## src/rtl/rooms_pkg.sv

```systemverilog
// Shared game types: room/game state enums, default move budget, saturating counter helper.
// Pure declarations; no timing or flow-control behaviour of its own.
package rooms;

  typedef enum logic [3:0] {
    R1 = 4'd1, R2 = 4'd2, R3 = 4'd3, R4 = 4'd4, R5 = 4'd5,
    R6 = 4'd6, R7 = 4'd7, R8 = 4'd8, R9 = 4'd9
  } room_states;

  typedef enum logic [1:0] {
    IDLE = 2'd0,
    PLAY = 2'd1,
    WIN  = 2'd2,
    DEAD = 2'd3
  } game_states;

  localparam int MAX_MOVES_DEFAULT = 32;

  function automatic logic [7:0] sat_inc8(input logic [7:0] v);
    return (v == 8'hFF) ? v : v + 8'd1;
  endfunction

endpackage

```

## src/rtl/adventure_game_ctrl_btn_edge_detect.sv

```systemverilog
// Turns a lone rising direction button into a one-cycle move strobe; strobe registered 1 cycle after the edge.
// No backpressure: en low suppresses the strobe, the press is dropped rather than held.
module btn_edge_detect (
  input  logic clk,
  input  logic reset,
  input  logic en,
  input  logic btn_n,
  input  logic btn_s,
  input  logic btn_w,
  input  logic btn_e,
  output logic move_n,
  output logic move_s,
  output logic move_w,
  output logic move_e,
  output logic accept
);

  logic [3:0] btn;
  logic [3:0] prev;
  logic [3:0] rise;
  logic [3:0] pick;
  logic [3:0] mv;

  assign btn  = {btn_n, btn_s, btn_w, btn_e};
  assign rise = btn & ~prev;
  // Accept only when the rising button is the only one high, so chords never move.
  assign pick   = ($onehot(btn) && (rise == btn)) ? rise : 4'b0000;
  assign accept = en && (pick != 4'b0000);

  always_ff @(posedge clk) begin
    if (reset) begin
      prev <= 4'b0000;
      mv   <= 4'b0000;
    end else begin
      prev <= btn;
      mv   <= en ? pick : 4'b0000;
    end
  end

  assign {move_n, move_s, move_w, move_e} = mv;

endmodule

```

## src/rtl/adventure_game_ctrl.sv

```systemverilog
// Game controller: start/win/death FSM, move strobes, item flags; optional move budget under MOVE_LIMIT_EN.
// Strobes and counters update 1 cycle after the sampled input; no backpressure, presses outside PLAY are dropped.
module adventure_game_ctrl
  import rooms::*;
#(
  parameter int MAX_MOVES = MAX_MOVES_DEFAULT
) (
  input  logic       clk,
  input  logic       reset,
  input  logic       start,
  input  logic       btn_n,
  input  logic       btn_s,
  input  logic       btn_w,
  input  logic       btn_e,
  input  room_states room,
  output logic       move_n,
  output logic       move_s,
  output logic       move_w,
  output logic       move_e,
  output logic       room_rst,
  output logic       sword,
  output logic       treasure,
  output game_states game_state,
  output logic [7:0] move_count
);

  if (MAX_MOVES < 1 || MAX_MOVES > 255) begin : g_bad_max_moves
    $error("MAX_MOVES must be within 1..255");
  end

  game_states next_state;
  logic       limit_hit;
  logic       accept;
  logic       move_en;

`ifdef MOVE_LIMIT_EN
  assign limit_hit = (move_count == 8'(MAX_MOVES));
`else
  assign limit_hit = 1'b0;
`endif

  // R6 is checked first so a win on the last budgeted move beats the timeout.
  always_comb begin
    next_state = game_state;
    case (game_state)
      IDLE: if (start) next_state = PLAY;
      PLAY: begin
        if (room == R6)      next_state = WIN;
        else if (room == R7) next_state = DEAD;
        else if (limit_hit)  next_state = DEAD;
      end
      WIN, DEAD: if (start) next_state = IDLE;
      default: next_state = IDLE;
    endcase
  end

  // Strobes only land in cycles that are still PLAY, never on the exit edge.
  assign move_en  = (game_state == PLAY) && (next_state == PLAY);
  assign room_rst = (game_state == IDLE);

  btn_edge_detect u_btn (
    .clk    (clk),
    .reset  (reset),
    .en     (move_en),
    .btn_n  (btn_n),
    .btn_s  (btn_s),
    .btn_w  (btn_w),
    .btn_e  (btn_e),
    .move_n (move_n),
    .move_s (move_s),
    .move_w (move_w),
    .move_e (move_e),
    .accept (accept)
  );

  always_ff @(posedge clk) begin
    if (reset) begin
      game_state <= IDLE;
      move_count <= 8'd0;
      sword      <= 1'b0;
      treasure   <= 1'b0;
    end else begin
      game_state <= next_state;
      if (game_state == IDLE && next_state == PLAY) begin
        move_count <= 8'd0;
        sword      <= 1'b0;
        treasure   <= 1'b0;
      end else if (game_state == PLAY) begin
        if (accept)     move_count <= sat_inc8(move_count);
        if (room == R4) sword      <= 1'b1;
        if (room == R8) treasure   <= 1'b1;
      end
    end
  end

endmodule

```

## config.mk

```make
export PLATFORM = sky130hd
export DESIGN_NAME = adventure_game_ctrl
export DESIGN_NICKNAME = d
export VERILOG_FILES = /design/src/rtl/rooms_pkg.sv /design/src/rtl/adventure_game_ctrl_btn_edge_detect.sv /design/src/rtl/adventure_game_ctrl.sv
export SDC_FILE = /design/constraint.sdc
export NUM_CORES = 1
export LEC_CHECK = 0
export CAP_MARGIN = 20
export CORE_ASPECT_RATIO = 1.5
export CORE_MARGIN = 5
export CORE_UTILIZATION = 35
export CTS_CLUSTER_DIAMETER = 50
export DETAILED_ROUTE_END_ITERATION = 16
export PLACE_DENSITY = 0.72
export SYNTH_ARGS = -nofsm -noshare
export SYNTH_HDL_FRONTEND = slang
export SYNTH_SLANG_ARGS = --single-unit
```

## constraint.sdc

```tcl
create_clock -name clk -period 6.59 [get_ports clk]
set_clock_uncertainty 0.2 [all_clocks]
set_input_delay 1.6475 -clock clk [delete_from_list [all_inputs] [get_ports clk]]
set_output_delay 1.6475 -clock clk [all_outputs]
set_load 0.005 [all_outputs]
```

[Yosys cells after proc, flatten, opt, wreduce, memory -nomap -nowiden]
Index checks and enable logic that the tools add are counted.
Storage, ports and cells
  logic and storage cells: 43
  register bits: 20
  output and inout port bits: 17
  bits of input ports: 11
Cells by class
  $add $sub $neg: 4
  bitwise gates (word level): 4
  reduce and logical (&&, ||, !) cells: 12
  equality and inequality tests: 11
  muxes and demuxes: 6
Operator list (number)
  4-bit by 3-bit == test with 1-bit output (second input constant): 3
  8-bit by 1-bit adder with 8-bit output (second input constant): 1
  8-bit == test (second input constant): 1
  2-bit two-way mux: 4
  2-bit case mux with 3 select lines: 1
  2-bit OR reduction: 3
  1-bit by 1-bit adder with 2-bit output: 2
  4-bit AND: 1
  2-bit by 1-bit == test with 1-bit output (second input constant): 2
  2-bit == test (second input constant): 2
  4-bit == test: 1
  4-bit == test (second input constant): 1
  1-bit logical AND: 4
  4-bit two-way mux: 1
  4-bit NOT: 1
  2-bit AND reduction: 2
  4-bit nonzero test: 1
  3-bit adder: 1
  3-bit by 1-bit == test with 1-bit output (second input constant): 1
  3-bit AND reduction: 1
  2-bit logical NOT: 1
  1-bit NOT: 2

[Longest topological paths before layout]
Gate-level depths: netlist of run 1.
  depth in word-level cells: 8
  gate-level depth with buffers: 8
  depth with buffers taken out: 7

[Hierarchy]
Synthesis of run 1 repeated with hierarchy kept, for this count alone.
Unflattened totals
  cells, all modules: 102
  area, all modules: 965.9 sq um
By module, submodules not included
  adventure_game_ctrl: instances 1, sequential area each 240.2 sq um, cells an instance 65, area an instance 591.8 sq um
  btn_edge_detect: instances 1, sequential area each 160.2 sq um, cells an instance 37, area an instance 374.1 sq um

[Worst setup path after synthesis of run 1]
Ideal clock, no wire load.
  path kind: input to register
  from: input btn_w
  to: register move_count[6]
  library setup time: 0.070 ns
  cell stages on the path: 8
  data arrival time: 3.722 ns
  slack: 2.598 ns
  cell sequence: ha_1 -> ha_1 -> fa_1 -> nor3b_1 -> nand4_2 -> buf_6 -> or4_1 -> a21oi_1
Between the ends
  longest elaborated chain between the ends: 8
Ends and longest elaborated chain
  start: declaration: line adventure_game_ctrl.sv:13  | input logic btn_w,
  1-bit by 1-bit adder with 2-bit output (implied by the code): line adventure_game_ctrl_btn_edge_detect.sv:27  | assign pick = ($onehot(btn) && (rise == btn)) ? rise : 4'b0000;
  3-bit adder (implied by the code): line adventure_game_ctrl_btn_edge_detect.sv:27
  3-bit by 1-bit == test with 1-bit output: line adventure_game_ctrl_btn_edge_detect.sv:27
  1-bit logical AND: line adventure_game_ctrl_btn_edge_detect.sv:27
  4-bit two-way mux *: line adventure_game_ctrl_btn_edge_detect.sv:27
  4-bit nonzero test *: line adventure_game_ctrl_btn_edge_detect.sv:28  | assign accept = en && (pick != 4'b0000);
  1-bit logical AND *: line adventure_game_ctrl_btn_edge_detect.sv:28
  3-bit AND reduction (no source line) *
  end signal: assignment: line adventure_game_ctrl.sv:89  | if (accept) move_count <= sat_inc8(move_count);
  end: declaration: line adventure_game_ctrl.sv:24  | output logic [7:0] move_count
Every way passes the cells marked *; elsewhere a longest branch is shown, timed or not.
A chain may end at the register's enable or synchronous reset.

[Worst setup path after layout of run 1]
  from: input btn_e
  to: register move_count[3]
Between the ends
  longest elaborated chain between the ends: 8
Ends and longest elaborated chain
  start: declaration: line adventure_game_ctrl.sv:14  | input logic btn_e,
  1-bit by 1-bit adder with 2-bit output (implied by the code): line adventure_game_ctrl_btn_edge_detect.sv:27
  3-bit adder (implied by the code): line adventure_game_ctrl_btn_edge_detect.sv:27
  3-bit by 1-bit == test with 1-bit output: line adventure_game_ctrl_btn_edge_detect.sv:27
  1-bit logical AND: line adventure_game_ctrl_btn_edge_detect.sv:27
  4-bit two-way mux *: line adventure_game_ctrl_btn_edge_detect.sv:27
  4-bit nonzero test *: line adventure_game_ctrl_btn_edge_detect.sv:28
  1-bit logical AND *: line adventure_game_ctrl_btn_edge_detect.sv:28
  3-bit AND reduction (no source line) *
Marked as above.

==> flow_summary.ini, run 1 <==
[cells_and_area]
final_cells = 165
seqCellArea_sq_um = 400.4
drive_above_1_share_pct = 5.469
syn_to_final_growth_pct = 35.52
fillers = 247
finalInstanceArea_sq_um = 1265
nNetsFinal = 146
utilization_pct = 48.30
multi_input_area_sq_um = 495.5
diodes = 0

[setup_path]
reg2regPathDepth = 6
r2r-start = move_count[0]$_SDFFE_PP0P_
required_ps = 6580
crit_type = input port to flop
worst_setup_path_end_kind = flop
critPathArrivalTime_ps = 4500
cp-start-kind = input port
r2r_setup_slack_ps = 4430
cp_max_fo = 15
regToRegEndpoint = move_count[3]$_SDFFE_PP0P_

[clock_tree]
cts_tree = done
postCtsSetupBuffers = 0
clkTransAtPathRegs_ps = 70
h-tree-depth = 1
cts_buffers = 3
worstSkewPairLatency_ps = 250
cts.repair.resized = 0
cts_hold_buffers = 0
cts_buffer_depth = 2
cts-root-buf = clkbuf_8
cts.sinks = 20

[worst_hold_path]
min_to = sword$_SDFFE_PP0P_
min_path_type = flop to flop
holdCritStartpoint = sword$_SDFFE_PP0P_
whs_path_depth = 2

[detailed_routing]
ant_nets = 0
drt-wirelength-per-cell_microns = 12.46
dr.pass1.iters = 4
via_per_inst = 5.097
drt_iter0_markers = 20
routed_wl_microns = 2056
drc = 0
vias = 841

[synth]
syn-cell-area_sq_um = 933.4
syn_inst = 101
syn_area_per_cell_sq_um = 9.242
yosys.area.top_type = dfxtp_1
yosysSeqAreaShare_pct = 42.90
synth_warnings = 0
synth_nets = 117
synth_cell_types = 28
synth-seq-cells = 20
yosys-top-cells-area = dfxtp_1 (43%), a21oi_1 (5.9%), ha_1 (5.4%), o31ai_1 (4.8%), or4_1 (4.8%)
yosysTopAreaCellShare_pct = 42.90

[sta]
whs_ps = 287.3
timing.fmax_ghz = 0.2217
worst_slack_ps = 2080
tightest_slew_ps = 419.0
rsz0062_at_grt = no
setup_viol = 0
period_share_pct = 68.43
relSlewSlack_pct = 72.06
tns_ps = 0
slew_violations = 0
min_period_ps = 4510
hold_viol = 0

[placement]
io_buffer_count = 27
routabilityCongestion = 0.6764
place_area_sq_um = 1224
hpwlAfterDp_microns = 1645
dp_slack_ps = 1817
placed_cells = 162

[global_route]
antenna_found_initial = 0
grt_pass1_vias = 870
grt_usage_pct = 11.83
gr-total-overflow = 0
grt_start_max_net_pins = 16
grt_pass1_wl_microns = 3484

[floorplan]
fp.dieW_microns = 52.17
dieArea_sq_um = 3821
num_rows = 23
io_pins = 28
start_util_pct = 35.64
die_h_microns = 73.25
core_area_sq_um = 2619

[power]
power.density_nw_per_um2 = 183.2
total_power_mw = 0.2317
power_leakage_nw = 0.4661
vdd_drop_max_mv = 0.1203

[run]
max_cap_viol_count = 0

[run_status]
status = finished clean
-- cell type report --
cell class,instances,area share (%)
repair buffers,27,21.37
multi-input cells,75,39.17
flip-flops and latches,20,31.65
inverters,3,0.8902
clock buffers,3,3.264
well taps,37,3.660
-- how the worst max path moves through the flow --
stage	startpoint	to	slack, ps	cells past startpoint
3_3_place_gp	btn_e	move_count[3]$_SDFFE_PP0P_	1940	8
3_5_place_dp	btn_e	move_count[3]$_SDFFE_PP0P_	1820	8
2_1_floorplan	btn_w	move_count[6]$_SDFFE_PP0P_	2600	8
4_1_cts	btn_e	move_count[3]$_SDFFE_PP0P_	2080	8
6_report	btn_e	move_count[3]$_SDFFE_PP0P_	2080	8
5_1_grt	btn_e	move_count[2]$_SDFFE_PP0P_	1900	8
-- sequential cells by signal, summed over array words and instances, names as in the netlist --
register and flops:
move_count 8, u_btn.mv 4, u_btn.prev 4, game_state 2, sword 1, treasure 1
-- worst max-delay path, cell delays in order --
cell,delay (ps)
clkdlybuf4s50_1,550
ha_1,260
ha_1,210
fa_1,440
nor3b_1,300
nand4_2,350
or4_1,590
a21oi_1,150
-- placed cells by master, fill, tap and decap left out --
| cell | n |
|---|---|
| or4_1 | 6 |
| nor3b_1 | 1 |
| nand3_1 | 6 |
| dfxtp_1 | 20 |
| clkbuf_8 | 3 |
| and4_2 | 1 |
| nor3_1 | 2 |
| o21ai_0 | 2 |
| a31oi_1 | 1 |
| a21o_1 | 1 |
| a222oi_1 | 1 |
| nor2_1 | 11 |
| and3_1 | 4 |
| o31ai_1 | 6 |
| nand2b_1 | 4 |
| inv_1 | 3 |
| nand2_1 | 1 |
| and4_4 | 1 |
| a2111oi_0 | 1 |
| or2b_1 | 2 |
| ha_1 | 4 |
| a21oi_1 | 11 |
| or2_4 | 1 |
| clkdlybuf4s50_1 | 27 |
| nand4_2 | 1 |
| or3_1 | 1 |
| fa_1 | 1 |
| nor2b_1 | 5 |
-- layer usage --
layer / track usage [%] / share of wire [%] / up-vias
li1: - / - / 430
met1: 11.11 / 36 / 388
met2: 23.08 / 55 / 19
met3: 3.651 / 6.7 / 4
met4: 4.261 / 1.5 / 0
met5: 0 / 0 / -
-- report_power, final --
group,internal [mW],total [mW],switching (mW)
clock,0.0406,0.0763,0.0357
combinational,0.0157,0.0304,0.0147
sequential,0.123,0.125,0.00161
total,0.180,0.232,0.0520
-- cell usage after synthesis, drive strengths merged --
| cell | number |
|---|---|
| fa | 1 |
| a21o | 1 |
| nor2b | 5 |
| nor3b | 1 |
| a21oi | 11 |
| nor3 | 2 |
| a2111oi | 1 |
| a31oi | 1 |
| ha | 4 |
| clkbuf | 1 |
| a222oi | 1 |
| o31ai | 6 |
| o21ai | 2 |
| and4 | 2 |
| nand2b | 4 |
| or3 | 1 |
| or2 | 1 |
| and3 | 4 |
| or2b | 2 |
| or4 | 6 |
| nand2 | 1 |
| nor2 | 11 |
| dfxtp | 20 |
| inv | 3 |
| nand3 | 6 |
| buf | 2 |
| nand4 | 1 |
-- kinds of logic (layout without fill, tap and decap cells) --
kind of cell    after synthesis  in the layout  synth area share (%)
compound gates               23             23                 15.28
fa+ha+maj                     5              5                 7.507
buf+inv                       6             33                 4.021
flops                        20             20                 42.90
simple gates                 47             47                 30.29
No activity file was read; power rests on OpenSTA's default activity.
==> run 2: changes to the inputs <==
Clock period 6.59 ns to 4.36 ns, I/O delays scaled along.
==> run 2 against run 1 <==
Net effect: worst hold slack barely moved; largest cell class unchanged; cell count rose by 0.61%; register-to-register slack got worse by 2200 ps; die area did not move; sequential share of layout area fell by 0.34 points.
==> flow_summary.ini, run 2 (synthesis results as in run 1) <==
[power]
power_leakage_nw = 0.4733
power.switching_mw = 0.08780
total_power_mw = 0.3783
seqPwrFrac_pct = 49.9
pwr-share-comb_pct = 12.1
clkPwrFrac_pct = 38.0
intPower_mw = 0.2905
p_sw_share_pct = 23.21
power.density_nw_per_um2 = 295.8
vdd_drop_max_mv = 0.2576

[clock_tree]
postCtsSetupBuffers = 0
cts.sinks = 20
cts.repair.resized = 0
cts_hold_buffers = 0
cts_tree = done
clkTransAtPathRegs_ps = 70
cts_buffers = 3
cts_buffer_depth = 2
h-tree-depth = 1
cts-root-buf = clkbuf_8
worstSkewPairLatency_ps = 260

[setup_path]
critPathArrivalTime_ps = 3930
crit_type = input port to flop
required_ps = 4350
cp-start-kind = input port
worst_setup_path_end_kind = flop
cp_max_fo = 15

[run_status]
status = finished clean

[detailed_routing]
via_per_inst = 5.145
drt-wirelength-per-cell_microns = 12.54
drc = 0
vias = 854
dr.pass1.iters = 4
drt_iter0_markers = 14
ant_nets = 0
routed_wl_microns = 2081

[global_route]
gr-total-overflow = 0
grt_pass1_vias = 888
grt_start_max_net_pins = 16
antenna_found_initial = 0
grt_pass1_wl_microns = 3594
grt_usage_pct = 12.16

[sta]
min_period_ps = 3932
tightest_slew_ps = 428.3
relSlewSlack_pct = 71.45
hold_viol = 0
timing.fmax_ghz = 0.2543
slew_violations = 0
setup_viol = 0
tns_ps = 0
rsz0062_at_grt = no
period_share_pct = 90.18

[cells_and_area]
utilization_pct = 48.83
largest_reg_flops = 8
fillers = 241
reg_top3 = move_count (8), u_btn.mv (4), u_btn.prev (4)
largest_register = move_count
final_cells = 166
diodes = 0
nNetsFinal = 146
syn_to_final_growth_pct = 37.00
final_cell_mix = clkdlybuf4s50_1 (27), dfxtp_1 (20), nor2_1 (11), a21oi_1 (11)
drive_above_1_share_pct = 6.202
mostFrequentLayoutCell = clkdlybuf4s50_1

[floorplan]
num_rows = 23
io_pins = 28
die_h_microns = 73.25
fp.dieW_microns = 52.17
core_area_sq_um = 2619
dieArea_sq_um = 3821
start_util_pct = 35.64

[run]
max_cap_viol_count = 0

[placement]
io_buffer_count = 27
placed_cells = 162
hpwlAfterDp_microns = 1618
routabilityCongestion = 0.6763

[worst_hold_path]
min_path_type = flop to flop
run 2: changes by cell type in the layout (fill, tap and decap cells not counted), sizes merged:
cell / delta
clkbuf: +1
run 2: final cells by class:
| cell class | count | area (sq um) | share of cell area [%] |
|---|---|---|---|
| well taps | 37 | 46.29 | 3.620 |
| clock buffers | 4 | 55.05 | 4.305 |
| inverters | 3 | 11.26 | 0.8806 |
| flip-flops and latches | 20 | 400.4 | 31.31 |
| multi-input cells | 75 | 495.5 | 38.75 |
| repair buffers | 27 | 270.3 | 21.13 |
run 2: power by group through the flow:
stage / Combinational (mW) / Sequential [mW] / Clock, mW
detailed placement: 0.0460 / 0.193 / 0
floorplan: 0.0260 / 0.193 / 0
finish: 0.0457 / 0.189 / 0.144
global placement: 0.0450 / 0.193 / 0
global route: 0.0511 / 0.189 / 0.153
CTS: 0.0463 / 0.189 / 0.147
run 2: final timing paths:
check / start / to / slack (ps) / cells after the start
setup reg to reg: move_count[0]$_SDFFE_PP0P_ / move_count[3]$_SDFFE_PP0P_ / 2210 / 6
hold / removal: sword$_SDFFE_PP0P_ / sword$_SDFFE_PP0P_ / 290 / 2
hold reg to reg: sword$_SDFFE_PP0P_ / sword$_SDFFE_PP0P_ / 290 / 2
setup / recovery: btn_e / move_count[3]$_SDFFE_PP0P_ / 430 / 8
run 2: stage by stage:
stage                     hold slack, ps  worst slack, ps  instance area (sq um)
final                              287.6            428.3                   1279
after global routing               323.2            234.4                   1279
after CTS                          292.5            433.7                   1279
after floorplan                    260.4            925.5                  933.4
after detailed placement           272.5            168.9                   1224
after global placement             261.4            268.3                   1224
run 2: worst max-delay path: stages:
cell,delay [ps]
clkdlybuf4s50_1,540
ha_1,250
ha_1,210
fa_1,440
nor3b_1,310
nand4_2,340
or4_1,600
a21oi_1,150
run 2: per-layer routing:
layer	share of wire, %	global-route usage (%)
met1	40	12.90
met2	53	21.96
met3	4.8	3.043
met4	1.9	5.682
met5	0	0
==> run 3: changes to the inputs <==
Settings changed: CTS_CLUSTER_SIZE from default to 8, DONT_BUFFER_PORTS from default to 1, PLACE_DENSITY 0.72 to 0.59.
==> run 3 against run 2 <==
Net effect: global-route usage fell by 1.5 points; largest cell class unchanged; maximum frequency rose by 14%; count of clock-buffer cells in the layout fell by 1; design area fell by 20%; critical path type unchanged; first-iteration DRC count fell by 29%.
==> flow_summary.ini, run 3 (synthesis results as in run 1) <==
[run_status]
status = finished clean

[cells_and_area]
mostFrequentLayoutCell = dfxtp_1
largest_register = move_count
nNetsFinal = 119
diodes = 0
reg_top3 = move_count (8), u_btn.mv (4), u_btn.prev (4)
largest_reg_flops = 8
drive_above_1_share_pct = 7.843
syn_to_final_growth_pct = 9.785
final_cell_mix = dfxtp_1 (20), nor2_1 (11), a21oi_1 (11)

[setup_path]
cp-start-kind = input port
r2r-start = move_count[0]$_SDFFE_PP0P_
crit_type = input port to flop
r2r_setup_slack_ps = 2190
crit_end = move_count[3]$_SDFFE_PP0P_
cp_max_fo = 15
regToRegEndpoint = move_count[3]$_SDFFE_PP0P_
reg2regPathDepth = 6
required_ps = 4340
worst_setup_path_end_kind = flop
critPathArrivalTime_ps = 3420
cp-startpoint = btn_w

[power]
power.density_nw_per_um2 = 391.1
vdd_drop_max_mv = 0.1749
power_leakage_nw = 0.3823

[floorplan]
num_rows = 23
die_h_microns = 73.25
io_pins = 28
fp.dieW_microns = 52.17
dieArea_sq_um = 3821
core_area_sq_um = 2619
start_util_pct = 35.64

[global_route]
grt_pass1_vias = 711
grt_start_max_net_pins = 16
grt_usage_pct = 10.71
grt_pass1_wl_microns = 3056
gr-total-overflow = 0
antenna_found_initial = 0

[clock_tree]
cts_hold_buffers = 0
cts_buffer_depth = 2
cts.sinks = 20
cts.repair.resized = 0
cts_tree = done
postCtsSetupBuffers = 0
clkTransAtPathRegs_ps = 70
h-tree-depth = 1
cts_buffers = 3
cts-root-buf = clkbuf_8
worstSkewPairLatency_ps = 260

[sta]
relSlewSlack_pct = 71.35
tns_ps = 0
setup_viol = 0
whs_ps = 315.8
slew_violations = 0
worst_slack_ps = 921.5
rsz0062_at_grt = no
tightest_slew_ps = 429.7
min_period_ps = 3439
timing.fmax_ghz = 0.2908
hold_viol = 0
period_share_pct = 78.87

[detailed_routing]
routed_wl_microns = 1944
drt_iter0_markers = 10
vias = 744
drt-wirelength-per-cell_microns = 13.99
drc = 0
ant_nets = 0
dr.pass1.iters = 6
via_per_inst = 5.353

[placement]
hpwlAfterDp_microns = 1475
io_buffer_count = 0
dp_slack_ps = 670.1
routabilityCongestion = 0.7759

[run]
max_cap_viol_count = 0

[worst_hold_path]
min_path_type = flop to flop
run 3: metal layers:
layer	part of all wire (%)	GRT usage, %	up-vias
li1	-	-	372
met5	0	0	-
met3	7.7	3.854	2
met1	38	10.97	349
met4	1.1	5.966	0
met2	53	18.46	21
run 3: worst min path at each step:
| stage | from | end | slack [ps] | depth (start not counted) |
|---|---|---|---|---|
| after floorplan | sword$_SDFFE_PP0P_ | sword$_SDFFE_PP0P_ | 260 | 2 |
| after global placement | sword$_SDFFE_PP0P_ | sword$_SDFFE_PP0P_ | 290 | 2 |
| after detailed placement | move_count[6]$_SDFFE_PP0P_ | move_count[6]$_SDFFE_PP0P_ | 300 | 2 |
| after CTS | move_count[6]$_SDFFE_PP0P_ | move_count[6]$_SDFFE_PP0P_ | 320 | 2 |
| after global routing | move_count[6]$_SDFFE_PP0P_ | move_count[6]$_SDFFE_PP0P_ | 340 | 2 |
| final | move_count[6]$_SDFFE_PP0P_ | move_count[6]$_SDFFE_PP0P_ | 320 | 2 |
run 3: report_power, final:
group / internal [mW] / leakage (nW) / switching (mW) / total, mW
clock: 0.122 / 0.0357 / 0.0594 / 0.182
sequential: 0.186 / 0.163 / 0.00278 / 0.189
combinational: 0.0125 / 0.184 / 0.0173 / 0.0298
total: 0.321 / 0.382 / 0.0794 / 0.401
run 3: through the flow:
step                area, sq um  cells  power, mW  util (%)
floorplan                 933.4    101     0.2186         -
global placement          953.4    135     0.2213     36.41
detailed placement        953.4    135     0.2235     36.41
CTS                        1025    139     0.4083     39.13
global route               1025    139     0.4165     39.13
finish                     1025    139     0.4008     39.13
run 3: layout make-up:
type	instances	area [sq um]
Fill cell	272	1594
Multi-Input combinational cell	75	495.5
Sequential cell	20	400.4
Tap cell	37	46.29
Clock buffer	3	41.29
Clock inverter	1	30.03
Inverter	3	11.26
run 3: worst max-delay path: stages:
cell     delay, ps
ha_1           280
ha_1           220
fa_1           440
nor3b_1        300
nand4_2        340
or4_1          590
a21oi_1        150
